$ cat src/rtl/freq_sched_pkg.sv
// freq_sched_pkg: FSM encoding, edge-detect depth and sizing helper for freq_meas_sched
package freq_sched_pkg;
  localparam logic [2:0] ST_IDLE    = 3'd0;
  localparam logic [2:0] ST_SELECT  = 3'd1;
  localparam logic [2:0] ST_ARM     = 3'd2;
  localparam logic [2:0] ST_MEASURE = 3'd3;
  localparam logic [2:0] ST_REPORT  = 3'd4;
  typedef enum logic [2:0] {
    IDLE    = ST_IDLE,
    SELECT  = ST_SELECT,
    ARM     = ST_ARM,
    MEASURE = ST_MEASURE,
    REPORT  = ST_REPORT
  } state_t;
  localparam int EDGE_DEPTH = 3;
  function automatic int clog2_min1(input int n);
    return (n > 1) ? $clog2(n) : 1;
  endfunction
endpackage

$ cat src/rtl/freq_meas_sched_sync.sv
// sq_edge_sync: 2-flop synchronizer plus edge register; level/rise/fall lag the input by EDGE_DEPTH cycles
module sq_edge_sync
  import freq_sched_pkg::*;
(
  input  logic ref_clk,
  input  logic rst_n,
  input  logic d,
  output logic level,
  output logic rise,
  output logic fall
);
  logic [EDGE_DEPTH:0] sh;
  always_ff @(posedge ref_clk) begin
    if (!rst_n) sh <= '0;
    else sh <= {sh[EDGE_DEPTH-1:0], d};
  end
  assign level = sh[EDGE_DEPTH-1];
  assign rise  = sh[EDGE_DEPTH-1] & ~sh[EDGE_DEPTH];
  assign fall  = ~sh[EDGE_DEPTH-1] & sh[EDGE_DEPTH];
endmodule

$ cat src/rtl/freq_meas_sched.sv
// freq_meas_sched: round-robin period measurement of N_CH square waves with one shared counter
// FREQ_SCHED_DUTY_EN adds the res_high port and its high-time counter.
module freq_meas_sched
  import freq_sched_pkg::*;
#(
  parameter int N_CH    = 4,
  parameter int CNT_W   = 32,
  parameter int TIMEOUT = 1000000
) (
  input  logic                         ref_clk,
  input  logic                         rst_n,
  input  logic [N_CH-1:0]              sq_wave,
  input  logic [N_CH-1:0]              ch_enable,
  input  logic                         start,
  output logic                         busy,
  output logic                         res_valid,
  input  logic                         res_ready,
  output logic [clog2_min1(N_CH)-1:0]  res_ch,
  output logic [CNT_W-1:0]             res_period,
  output logic                         res_timeout
`ifdef FREQ_SCHED_DUTY_EN
  ,
  output logic [CNT_W-1:0]             res_high
`endif
);
  localparam int CH_W = clog2_min1(N_CH);
  localparam logic [CNT_W-1:0] TO_LAST = CNT_W'(TIMEOUT - 1);
  state_t state;
  logic [N_CH-1:0] rise, mask, mask_left, pick_src;
  logic [CH_W-1:0] ptr, nxt_ptr;
  logic [CNT_W-1:0] pcnt, tcnt;
  logic sel_rise, tmo, hs;
`ifdef FREQ_SCHED_DUTY_EN
  logic [N_CH-1:0] lvl, fall;
`endif
  for (genvar i = 0; i < N_CH; i++) begin : g_sync
    sq_edge_sync u_sync (
      .ref_clk(ref_clk),
      .rst_n  (rst_n),
      .d      (sq_wave[i]),
`ifdef FREQ_SCHED_DUTY_EN
      .level  (lvl[i]),
      .fall   (fall[i]),
`else
      .level  (),
      .fall   (),
`endif
      .rise   (rise[i])
    );
  end
  assign sel_rise  = rise[ptr];
  assign tmo       = tcnt == TO_LAST;
  assign res_valid = state == REPORT;
  assign hs        = res_valid && res_ready;
  // next pointer is the lowest set bit of the incoming mask in IDLE, else of what is left after this result
  always_comb begin
    mask_left = mask & ~(N_CH'(1) << ptr);
    pick_src  = (state == IDLE) ? ch_enable : mask_left;
    nxt_ptr   = '0;
    for (int i = N_CH - 1; i >= 0; i--) nxt_ptr = pick_src[i] ? CH_W'(i) : nxt_ptr;
  end
  always_ff @(posedge ref_clk) begin
    if (!rst_n) begin
      state       <= IDLE;
      busy        <= 1'b0;
      mask        <= '0;
      ptr         <= '0;
      pcnt        <= '0;
      tcnt        <= '0;
      res_ch      <= '0;
      res_period  <= '0;
      res_timeout <= 1'b0;
    end else begin
      case (state)
        IDLE: if (start && |ch_enable) begin
          mask  <= ch_enable;
          busy  <= 1'b1;
          ptr   <= nxt_ptr;
          state <= SELECT;
        end
        SELECT: begin
          tcnt  <= '0;
          state <= ARM;
        end
        ARM: if (tmo) begin
          res_ch      <= ptr;
          res_period  <= '0;
          res_timeout <= 1'b1;
          state       <= REPORT;
        end else begin
          tcnt <= tcnt + 1'b1;
          if (sel_rise) begin
            pcnt  <= '0;
            state <= MEASURE;
          end
        end
        MEASURE: if (tmo) begin
          res_ch      <= ptr;
          res_period  <= '0;
          res_timeout <= 1'b1;
          state       <= REPORT;
        end else begin
          tcnt <= tcnt + 1'b1;
          pcnt <= pcnt + 1'b1;
          if (sel_rise) begin
            res_ch      <= ptr;
            res_period  <= pcnt + 1'b1;
            res_timeout <= 1'b0;
            state       <= REPORT;
          end
        end
        REPORT: if (hs) begin
          mask <= mask_left;
          if (|mask_left) begin
            ptr   <= nxt_ptr;
            state <= SELECT;
          end else begin
            busy  <= 1'b0;
            state <= IDLE;
          end
        end
        default: state <= IDLE;
      endcase
    end
  end
`ifdef FREQ_SCHED_DUTY_EN
  logic [CNT_W-1:0] hcnt;
  logic hrun;
  // arming cycle already has the level high, so the count starts at 1
  always_ff @(posedge ref_clk) begin
    if (!rst_n) begin
      hcnt     <= '0;
      hrun     <= 1'b0;
      res_high <= '0;
    end else begin
      if (state == ARM && sel_rise && !tmo) begin
        hcnt <= CNT_W'(1);
        hrun <= 1'b1;
      end else if (state == MEASURE && hrun) begin
        hrun <= ~fall[ptr];
        hcnt <= (lvl[ptr] && !fall[ptr]) ? hcnt + 1'b1 : hcnt;
      end
      if ((state == ARM || state == MEASURE) && tmo) res_high <= '0;
      else if (state == MEASURE && sel_rise) res_high <= hcnt;
    end
  end
`endif
endmodule
$ cat config.mk
export PLATFORM = sky130hd
export DESIGN_NAME = freq_meas_sched
export DESIGN_NICKNAME = d
export VERILOG_FILES = /design/src/rtl/freq_sched_pkg.sv /design/src/rtl/freq_meas_sched_sync.sv /design/src/rtl/freq_meas_sched.sv
export SDC_FILE = /design/constraint.sdc
export NUM_CORES = 1
export LEC_CHECK = 0
export CAP_MARGIN = 15
export CORE_MARGIN = 2
export CORE_UTILIZATION = 52
export CTS_CLUSTER_DIAMETER = 100
export DETAILED_ROUTE_END_ITERATION = 16
export PLACE_DENSITY = 0.76
export SETUP_SLACK_MARGIN = 0.3
export SYNTH_ARGS = -nofsm -noshare
export SYNTH_HDL_FRONTEND = slang
export SYNTH_HIERARCHICAL = 1
export SYNTH_SLANG_ARGS = --single-unit
$ cat constraint.sdc
create_clock -name ref_clk -period 2.19 [get_ports ref_clk]
set_input_delay 0.219 -clock ref_clk [delete_from_list [all_inputs] [get_ports ref_clk]]
set_output_delay 0.219 -clock ref_clk [all_outputs]
set_load 0.05 [all_outputs]
==> results of run 1 <==
## final timing paths
kind	start	endpoint	slack (ns)
worst max-delay path	tcnt[28]$_SDFFE_PN0P_	pcnt[19]$_SDFFE_PN0P_	0.04
worst min-delay path	sq_wave[2]	g_sync[2].u_sync/sh[0]$_SDFF_PN0_	0.27
worst max register to register	tcnt[28]$_SDFFE_PN0P_	pcnt[19]$_SDFFE_PN0P_	0.04
worst min register to register	g_sync[0].u_sync/sh[0]$_SDFF_PN0_	g_sync[0].u_sync/sh[1]$_SDFF_PN0_	0.41
## area by class of cell
type | count | area (sq um)
Clock inverter | 12 | 169
Tap cell | 140 | 175
Inverter | 10 | 41.3
Sequential cell | 125 | 2550
Multi-Input combinational cell | 491 | 3560
Timing Repair Buffer | 133 | 1300
Fill cell | 702 | 2660
Clock buffer | 20 | 435
## where the power goes
part | internal [mW] | total, mW | switching (mW)
Clock | 1.87 | 2.92 | 1.05
Sequential | 2.35 | 2.48 | 0.124
Combinational | 0.482 | 1.23 | 0.746
Total | 4.71 | 6.62 | 1.92
## metrics by stage
stage          utilization, %  total power [mW]
2_1_floorplan               -              3.11
4_1_cts                  72.2              6.37
3_5_place_dp             62.4              3.44
5_1_grt                  75.6              6.82
6_report                 75.6              6.62
3_3_place_gp             62.4              3.41
## worst max-delay path: stages (launching register included)
cell and delay [ns]:
dfxtp_4 0.37, nor4_4 0.34, nand3_4 0.21, nor3_4 0.35, buf_4 0.17, or2_4 0.15
buf_4 0.18, or3_1 0.16, o21ai_1 0.09
## layer usage
metal	wire length (um)	global-route usage, %	vias up
met3	1240	7.35	84
met5	0	0	-
met1	7240	32.7	2834
met2	9240	49.1	315
met4	941	16.1	0
li1	-	-	2666
## state kept, by name, indices dropped and copies added, names as in the netlist
register,cells
pcnt,32
res_period,32
tcnt,32
g_sync.u_sync/sh,16
mask,4
state,3
ptr,2
res_ch,2
busy,1
res_timeout,1
## placed cells by master, fill, tap and decap left out, types with 5 or more instances in the layout
cell,instances
inv_1,8
nor2b_1,10
a41oi_1,6
nand2_1,62
and4_1,5
dlygate4sd2_1,27
a21oi_1,14
dfxtp_1,97
buf_12,9
nand4_1,14
nor3_2,5
o21ai_1,11
nor4_1,8
buf_4,65
o211a_1,5
or3_1,7
nor3_1,14
and2_1,19
buf_6,9
dfxtp_2,22
dlymetal6s2s_1,9
o21ai_0,33
nand3_4,5
a31oi_1,34
clkinv_2,5
xnor2_1,32
dfxtp_4,6
nor2_4,7
nand3_1,24
a22o_1,30
and3_1,7
nor2_1,31
xor2_1,12
clkdlybuf4s50_1,11
clkbuf_16,17
mux2i_1,5
## what timing repair did
action                                 4_1_cts  5_1_grt
cloned                                       5        2
resized for setup                           90       69
setup endpoints to repair                  115      109
endpoints found under the hold margin        0        0
pin swaps                                   35       16
setup buffers                               22       14
==> flow_metrics.env, run 1 <==
export IMPL_outcome="complete, no violations"
export IMPL_period_needed_ns=2.15
export IMPL_grt_overflow=0
export IMPL_cts_made_buffers=17
export IMPL_reg2regPathDepth=8
export IMPL_grt_usage_pct=28.8
export IMPL_stdcell_count=931
export IMPL_setup_slack_ns=0.0426
export IMPL_drtIter0Drc=433
export IMPL_placed_area_sq_mm=0.00679
export IMPL_cts_num_sinks=125
export IMPL_max_freq_mhz=466
export IMPL_clk_pin_slew_worst_paths_ns=0.06
export IMPL_drc=0
export IMPL_viasPerCell=6.34
export IMPL_crit_type="reg -> reg"
export IMPL_start_kind="flip-flop"
export IMPL_min_path_cells=2
export IMPL_worstMarginPinSlew_ns=0.692
export IMPL_leakagePower_nw=3.34
export IMPL_num_vias=5899
export IMPL_required_ns=2.59
export IMPL_layout_drive_gt1_share_pct=28.4
export IMPL_grt_max_degree=24
export IMPL_ios=49
export IMPL_rsz0062_at_grt="true"
export IMPL_critPathArrivalTime_ns=2.55
export IMPL_rows=38
export IMPL_syn_nets=673
export IMPL_fp_dieH_um=110
export IMPL_min_path_type="in -> reg"
export IMPL_place_inst=856
export IMPL_clockBufferDepth=2
export IMPL_htreeDepth=4
export IMPL_start_util_pct=53.6
export IMPL_syn_inst=659
export IMPL_io_buffers=48
export IMPL_drv_slew=0
export IMPL_antenna_found_initial=0
export IMPL_hold_viol=0
export IMPL_diodes=0
export IMPL_place_ws_ns=-0.0393
export IMPL_pwr_density_cell_mw_per_mm2=805
export IMPL_grt_pass1_wl_mm=26.9
export IMPL_syn_cell_area_sq_mm=0.00584
export IMPL_ys_warn_count=6
export IMPL_slew_headroom_pct=53.3
export IMPL_hpwl_mm=9.57
export IMPL_max_cap_violations=0
export IMPL_die_w_um=110
export IMPL_peakVddDrop_uv=644
export IMPL_core_area_sq_mm=0.0109
export IMPL_totalWireLength_mm=18.7
export IMPL_place_congestion=0.899
export IMPL_design_area_sq_mm=0.00823
export IMPL_wl_per_cell_um=20.0
export IMPL_grt_pass1_vias=5589
export IMPL_avgSynthCellArea_sq_um=8.86
export IMPL_crit_path_max_fanout=7
export IMPL_nets=792
export IMPL_cts_tree="done"
export IMPL_cts_root_buf="clkbuf_8"
export IMPL_fin_worst_skew_ns=0.0102
export IMPL_tns_ns=0
export IMPL_syn2layout_area_growth_pct=41.0
export IMPL_post_route_period_util_pct=98.1
export IMPL_ant_nets=0
export IMPL_end_kind="flip-flop"
export IMPL_dr_pass1_iters=6
export IMPL_ctsHoldBuffers=0
export IMPL_clock_latency_ns=0.53
export IMPL_worst_hold_slack_ns=0.272
export IMPL_setup_viol=0
export IMPL_dieArea_sq_mm=0.0121
Note: power is estimated with default switching activity, not from simulation.
==> run 2: changes to the inputs <==
- ABC_AREA: default -> 1
- CORE_UTILIZATION: 52 -> 53
- RECOVER_POWER: default -> 50
==> run 2 against run 1 <==
  * Register-to-register slack gained 0.11 ns
  * Die area increased by 9.2%
  * Wire length is 0.13% lower
  * Worst hold slack better by 0.055 ns
  * Largest cell class unchanged
==> flow_metrics.env, run 2 <==
export IMPL_outcome="complete, no violations"
export IMPL_dieArea_sq_mm=0.0132
export IMPL_nets=1131
export IMPL_drtIter0Drc=590
export IMPL_setup_viol=0
export IMPL_top_regs="pcnt x32, res_period x32, tcnt x32"
export IMPL_cts_root_buf="clkbuf_16"
export IMPL_viasPerCell=5.46
export IMPL_grt_usage_pct=27.2
export IMPL_grt_pass1_vias=6107
export IMPL_place_congestion=0.959
export IMPL_peakVddDrop_uv=682
export IMPL_ios=49
export IMPL_clock_latency_ns=0.42
export IMPL_syn_cell_area_sq_mm=0.00652
export IMPL_tns_ns=0
export IMPL_diodes=0
export IMPL_num_vias=6969
export IMPL_cts_num_sinks=125
export IMPL_min_path_type="in -> reg"
export IMPL_dr_pass1_iters=8
export IMPL_pwr_density_cell_mw_per_mm2=825
export IMPL_clockBufferDepth=2
export IMPL_combinationalPowerShare_pct=20.9
export IMPL_power_switching_mw=2.06
export IMPL_start_kind="flip-flop"
export IMPL_intPower_mw=4.97
export IMPL_leakagePower_nw=3.45
export IMPL_grt_max_degree=37
export IMPL_start_util_pct=54.3
export IMPL_ys_warn_count=6
export IMPL_wl_per_cell_um=14.6
export IMPL_fp_dieH_um=115
export IMPL_register_area_sq_mm=0.00251
export IMPL_syn_inst=996
export IMPL_crit_path_max_fanout=6
export IMPL_rsz0062_at_grt="true"
export IMPL_power_frac_clock_pct=44.5
export IMPL_seqPwrFrac_pct=34.6
export IMPL_worstMarginPinSlew_ns=0.980
export IMPL_fin_worst_skew_ns=0.0103
export IMPL_end_kind="flip-flop"
export IMPL_worst_hold_slack_ns=0.327
export IMPL_switching_share_pct=29.2
export IMPL_max_freq_mhz=491
export IMPL_rrSetupSlack_ns=0.16
export IMPL_period_needed_ns=2.03
export IMPL_grt_pass1_wl_mm=28.7
export IMPL_syn2layout_area_growth_pct=30.7
export IMPL_ant_nets=0
export IMPL_required_ns=2.52
export IMPL_core_area_sq_mm=0.0120
export IMPL_layout_drive_gt1_share_pct=14.9
export IMPL_drc=0
export IMPL_fillers=994
export IMPL_cts_tree="done"
export IMPL_slew_headroom_pct=34.6
export IMPL_hold_viol=0
export IMPL_io_buffers=48
export IMPL_clk_pin_slew_worst_paths_ns=0.06
export IMPL_drv_slew=0
export IMPL_hpwl_mm=11.8
export IMPL_final_common_cell="nand2_1"
export IMPL_die_w_um=115
export IMPL_grt_overflow=0
export IMPL_layout_common_cells="nand2_1 (283), dfxtp_1 (120), nand3_1 (113)"
export IMPL_ctsHoldBuffers=0
export IMPL_syn_nets=1010
export IMPL_avgSynthCellArea_sq_um=6.54
export IMPL_critPathArrivalTime_ns=2.36
export IMPL_totalWireLength_mm=18.6
export IMPL_post_route_period_util_pct=92.9
export IMPL_max_cap_violations=0
export IMPL_htreeDepth=4
export IMPL_crit_type="reg -> reg"
export IMPL_multi_input_area_sq_mm=0.00354
export IMPL_cts_made_buffers=17
export IMPL_antenna_found_initial=0
export IMPL_rows=40
==> run 2: changes by cell type in the layout (fill, tap and decap cells not counted), moves of 23 or more <==
cell / delta
a31oi_1: -32
nor2_1: +71
nand3_1: +89
nand2_1: +221
dlygate4sd3_1: +23
a22o_1: -30
dlygate4sd2_1: -27
xnor2_1: -30
a21oi_1: +86
inv_1: +89
dfxtp_1: +23
==> run 2: critical path, stage by stage, from the launching register on <==
cell and delay (ns):
dfxtp_1 0.38, ha_4 0.17, inv_4 0.05, nor2_8 0.08, buf_6 0.13, nand3_4 0.07
nor2_4 0.17, o211ai_1 0.11, nand2_1 0.24, buf_6 0.15, clkbuf_16 0.14, nand2_1 0.05
a21oi_1 0.22
==> run 2: what timing repair did <==
action,in CTS,in global routing
resized for setup,11,39
cloned,3,3
pin swaps,7,16
setup endpoints to repair,84,85
setup buffers,1,10
==> run 2: metal layers <==
| metal | track usage, % | routed length (um) | vias up |
|---|---|---|---|
| met2 | 41.6 | 8560 | 292 |
| li1 | - | - | 3453 |
| met4 | 7.95 | 373 | 0 |
| met1 | 38.5 | 8170 | 3180 |
| met5 | 0 | 0 | - |
| met3 | 6.33 | 1520 | 44 |
==> run 2: final cells by class <==
| class | instances | area share [%] |
|---|---|---|
| Inverter | 105 | 4.72 |
| Sequential cell | 125 | 29.5 |
| Timing Repair Buffer | 132 | 14.4 |
| Multi-Input combinational cell | 736 | 41.6 |
| Tap cell | 147 | 2.16 |
| Clock buffer | 21 | 5.52 |
| Clock inverter | 11 | 2.20 |
==> run 2: path summary, 6_finish.rpt <==
kind / start / end / depth (start not counted)
hold / removal: sq_wave[0] / g_sync[0].u_sync/sh[0]$_SDFF_PN0_ / 3
setup reg to reg: tcnt[1]$_SDFFE_PN0P_ / pcnt[17]$_SDFFE_PN0P_ / 12
hold reg to reg: g_sync[3].u_sync/sh[0]$_SDFF_PN0_ / g_sync[3].u_sync/sh[1]$_SDFF_PN0_ / 2
setup / recovery: tcnt[1]$_SDFFE_PN0P_ / pcnt[17]$_SDFFE_PN0P_ / 12
==> run 2: metrics by stage <==
step                      total power, mW  instances  utilization [%]  area (sq um)  setup slack [ns]
after floorplan                      3.37        996                -          6520             0.465
after global placement               3.70       1228             62.8          7550            -0.108
after detailed placement             3.71       1228             62.8          7550            -0.189
after CTS                            6.94       1264             69.2          8310             0.274
after global routing                 7.28       1277             70.9          8520             0.152
final                                7.03       1277             70.9          8520             0.155
==> run 2: power by group through the flow <==
stage / registers (mW) / logic (mW) / clock network [mW]
2_1_floorplan: 2.49 / 0.886 / 0
3_3_place_gp: 2.46 / 1.24 / 0
3_5_place_dp: 2.46 / 1.25 / 0
4_1_cts: 2.42 / 1.37 / 3.15
5_1_grt: 2.44 / 1.58 / 3.26
6_report: 2.43 / 1.47 / 3.13
==> run 3: changes to the inputs <==
--- a/config.mk
+++ b/config.mk
@@ -10,6 +10,5 @@
 export CORE_MARGIN = 2
-export CORE_UTILIZATION = 53
+export CORE_UTILIZATION = 30
 export CTS_CLUSTER_DIAMETER = 100
 export DETAILED_ROUTE_END_ITERATION = 16
-export PLACE_DENSITY = 0.76
 export RECOVER_POWER = 50
--- a/constraint.sdc
+++ b/constraint.sdc
@@ -3,2 +3,2 @@
 set_output_delay 0.219 -clock ref_clk [all_outputs]
-set_load 0.05 [all_outputs]
+set_load 0.01 [all_outputs]
==> run 3 against run 2 <==
  * First-iteration DRC count fell by 21%
  * Combinational power fell by 18%
  * Sequential power barely moved
==> flow_metrics.env, run 3 (synthesis results as in run 2) <==
export IMPL_outcome="complete, no violations"
export IMPL_start_kind="flip-flop"
export IMPL_antenna_found_initial=0
export IMPL_clockBufferDepth=2
export IMPL_cts_num_sinks=125
export IMPL_post_route_period_util_pct=87.4
export IMPL_crit_chain="ha_2 -> inv_2 -> nor2_8 -> nand3_2 -> nor2_1 -> o211ai_1 -> nand2_2 -> clkbuf_16 -> nand2_1 -> a21oi_1"
export IMPL_period_needed_ns=1.91
export IMPL_cp_slowest_stage_delay_ns=0.37
export IMPL_rows=53
export IMPL_hold_viol=0
export IMPL_cts_tree="done"
export IMPL_dieArea_sq_mm=0.0229
export IMPL_wl_per_cell_um=13.3
export IMPL_ctsHoldBuffers=0
export IMPL_ant_nets=0
export IMPL_htreeDepth=4
export IMPL_rrSetupSlack_ns=0.28
export IMPL_grt_usage_pct=15.9
export IMPL_crit_path_max_fanout=16
export IMPL_grt_pass1_wl_mm=29.1
export IMPL_ios=49
export IMPL_drc=0
export IMPL_drv_slew=0
export IMPL_peakVddDrop_uv=392
export IMPL_design_area_sq_mm=0.00802
export IMPL_setup_viol=0
export IMPL_final_common_cell="nand2_1"
export IMPL_io_buffers=48
export IMPL_cts_made_buffers=17
export IMPL_pwr_density_cell_mw_per_mm2=784
export IMPL_drtIter0Drc=467
export IMPL_fp_dieH_um=151
export IMPL_grt_pass1_vias=6018
export IMPL_required_ns=2.54
export IMPL_clock_latency_ns=0.42
export IMPL_place_congestion=0.914
export IMPL_reg2regPathDepth=10
export IMPL_hpwl_mm=12.5
export IMPL_placed_area_sq_mm=0.00731
export IMPL_rsz0062_at_grt="true"
export IMPL_num_vias=6460
export IMPL_critPathSlowestCell="dfxtp_4"
export IMPL_min_path_type="in -> reg"
export IMPL_layout_drive_gt1_share_pct=9.40
export IMPL_critPathArrivalTime_ns=2.27
export IMPL_start_util_pct=30.8
export IMPL_place_ws_ns=0.142
export IMPL_crit_type="reg -> reg"
export IMPL_leakagePower_nw=3.11
export IMPL_max_freq_mhz=522
export IMPL_worstMarginPinSlew_ns=0.803
export IMPL_grt_overflow=0
export IMPL_setup_slack_ns=0.275
export IMPL_min_path_cells=3
export IMPL_cts_root_buf="clkbuf_16"
export IMPL_syn2layout_area_growth_pct=23.0
export IMPL_dr_pass1_iters=5
export IMPL_end_kind="flip-flop"
export IMPL_clk_pin_slew_worst_paths_ns=0.06
export IMPL_die_w_um=151
export IMPL_slew_headroom_pct=46.5
export IMPL_diodes=0
export IMPL_nets=1065
export IMPL_top_regs="pcnt x32, res_period x32, tcnt x32"
export IMPL_fillers=2237
export IMPL_totalWireLength_mm=17.8
export IMPL_viasPerCell=4.82
export IMPL_grt_max_degree=63
export IMPL_layout_common_cells="nand2_1 (284), dfxtp_1 (120), nand3_1 (113)"
export IMPL_tns_ns=0
export IMPL_max_cap_violations=0
export IMPL_core_area_sq_mm=0.0212
export IMPL_fin_worst_skew_ns=0.00945
[run 3: changes by cell type in the layout (fill, tap and decap cells not counted), sizes merged, moves of 5 or more]
| cell | change |
|---|---|
| bufinv | -5 |
| clkdlybuf4s50 | -14 |
| dlygate4sd3 | +14 |
| inv | +7 |
| clkbuf | -8 |
| buf | -60 |
[run 3: area by class of cell]
| type | count | area [sq um] | area share (%) |
|---|---|---|---|
| Multi-Input combinational cell | 734 | 3510 | 43.8 |
| Inverter | 105 | 399 | 4.98 |
| Sequential cell | 125 | 2510 | 31.3 |
| Tap cell | 275 | 344 | 4.29 |
| Clock inverter | 14 | 110 | 1.37 |
| Timing Repair Buffer | 68 | 702 | 8.76 |
| Clock buffer | 18 | 439 | 5.48 |
[run 3: path summary, 6_finish.rpt]
| path | from | endpoint |
|---|---|---|
| worst max register to register | tcnt[0]$_SDFFE_PN0P_ | pcnt[15]$_SDFFE_PN0P_ |
| worst min-delay path | sq_wave[2] | g_sync[2].u_sync/sh[0]$_SDFF_PN0_ |
| worst max-delay path | tcnt[0]$_SDFFE_PN0P_ | pcnt[15]$_SDFFE_PN0P_ |
| worst min register to register | g_sync[1].u_sync/sh[0]$_SDFF_PN0_ | g_sync[1].u_sync/sh[1]$_SDFF_PN0_ |
[run 3: what timing repair did]
item / in CTS / in global routing
setup buffers: 0 / 2
gates cloned: 0 / 2
pin swaps: 1 / 6
resized for setup: 7 / 32
setup endpoints to repair: 84 / 98
endpoints found under the hold margin: 0 / 0
[run 3: critical path, delay by kind of cell, from the launching register on]
kind                       cells  cell delay, ns
DFF                            1            0.37
adders and majority gates      1            0.20
AOI/OAI and AO/OA              2            0.31
and+or+nand+nor                5            0.68
buffers and inverters          2            0.29
[run 3: metal layers]
metal | vias up | part of all wire [%] | global-route usage [%]
met4 | 0 | 1.7 | 5.19
met2 | 106 | 49 | 26.8
met1 | 3002 | 46 | 20.5
met5 | - | 0 | 0
li1 | 3333 | - | -
met3 | 19 | 3.2 | 3.07
[run 3: report_power, final]
part           total (mW)  switching (mW)  leakage (nW)  internal, mW
registers            2.45          0.0785          1.01          2.37
clock network        2.64            1.14         0.266          1.50
logic                1.21           0.847          1.83         0.358
[run 3: stage by stage]
stage,cells,hold WS [ns],power (mW),utilization (%)
6_report,1339,0.324,6.29,37.9
5_1_grt,1339,0.342,6.60,37.9
4_1_cts,1335,0.313,6.31,37.3
3_5_place_dp,1303,0.397,3.62,34.6
3_3_place_gp,1303,0.390,3.61,34.6
2_1_floorplan,996,0.312,3.35,-
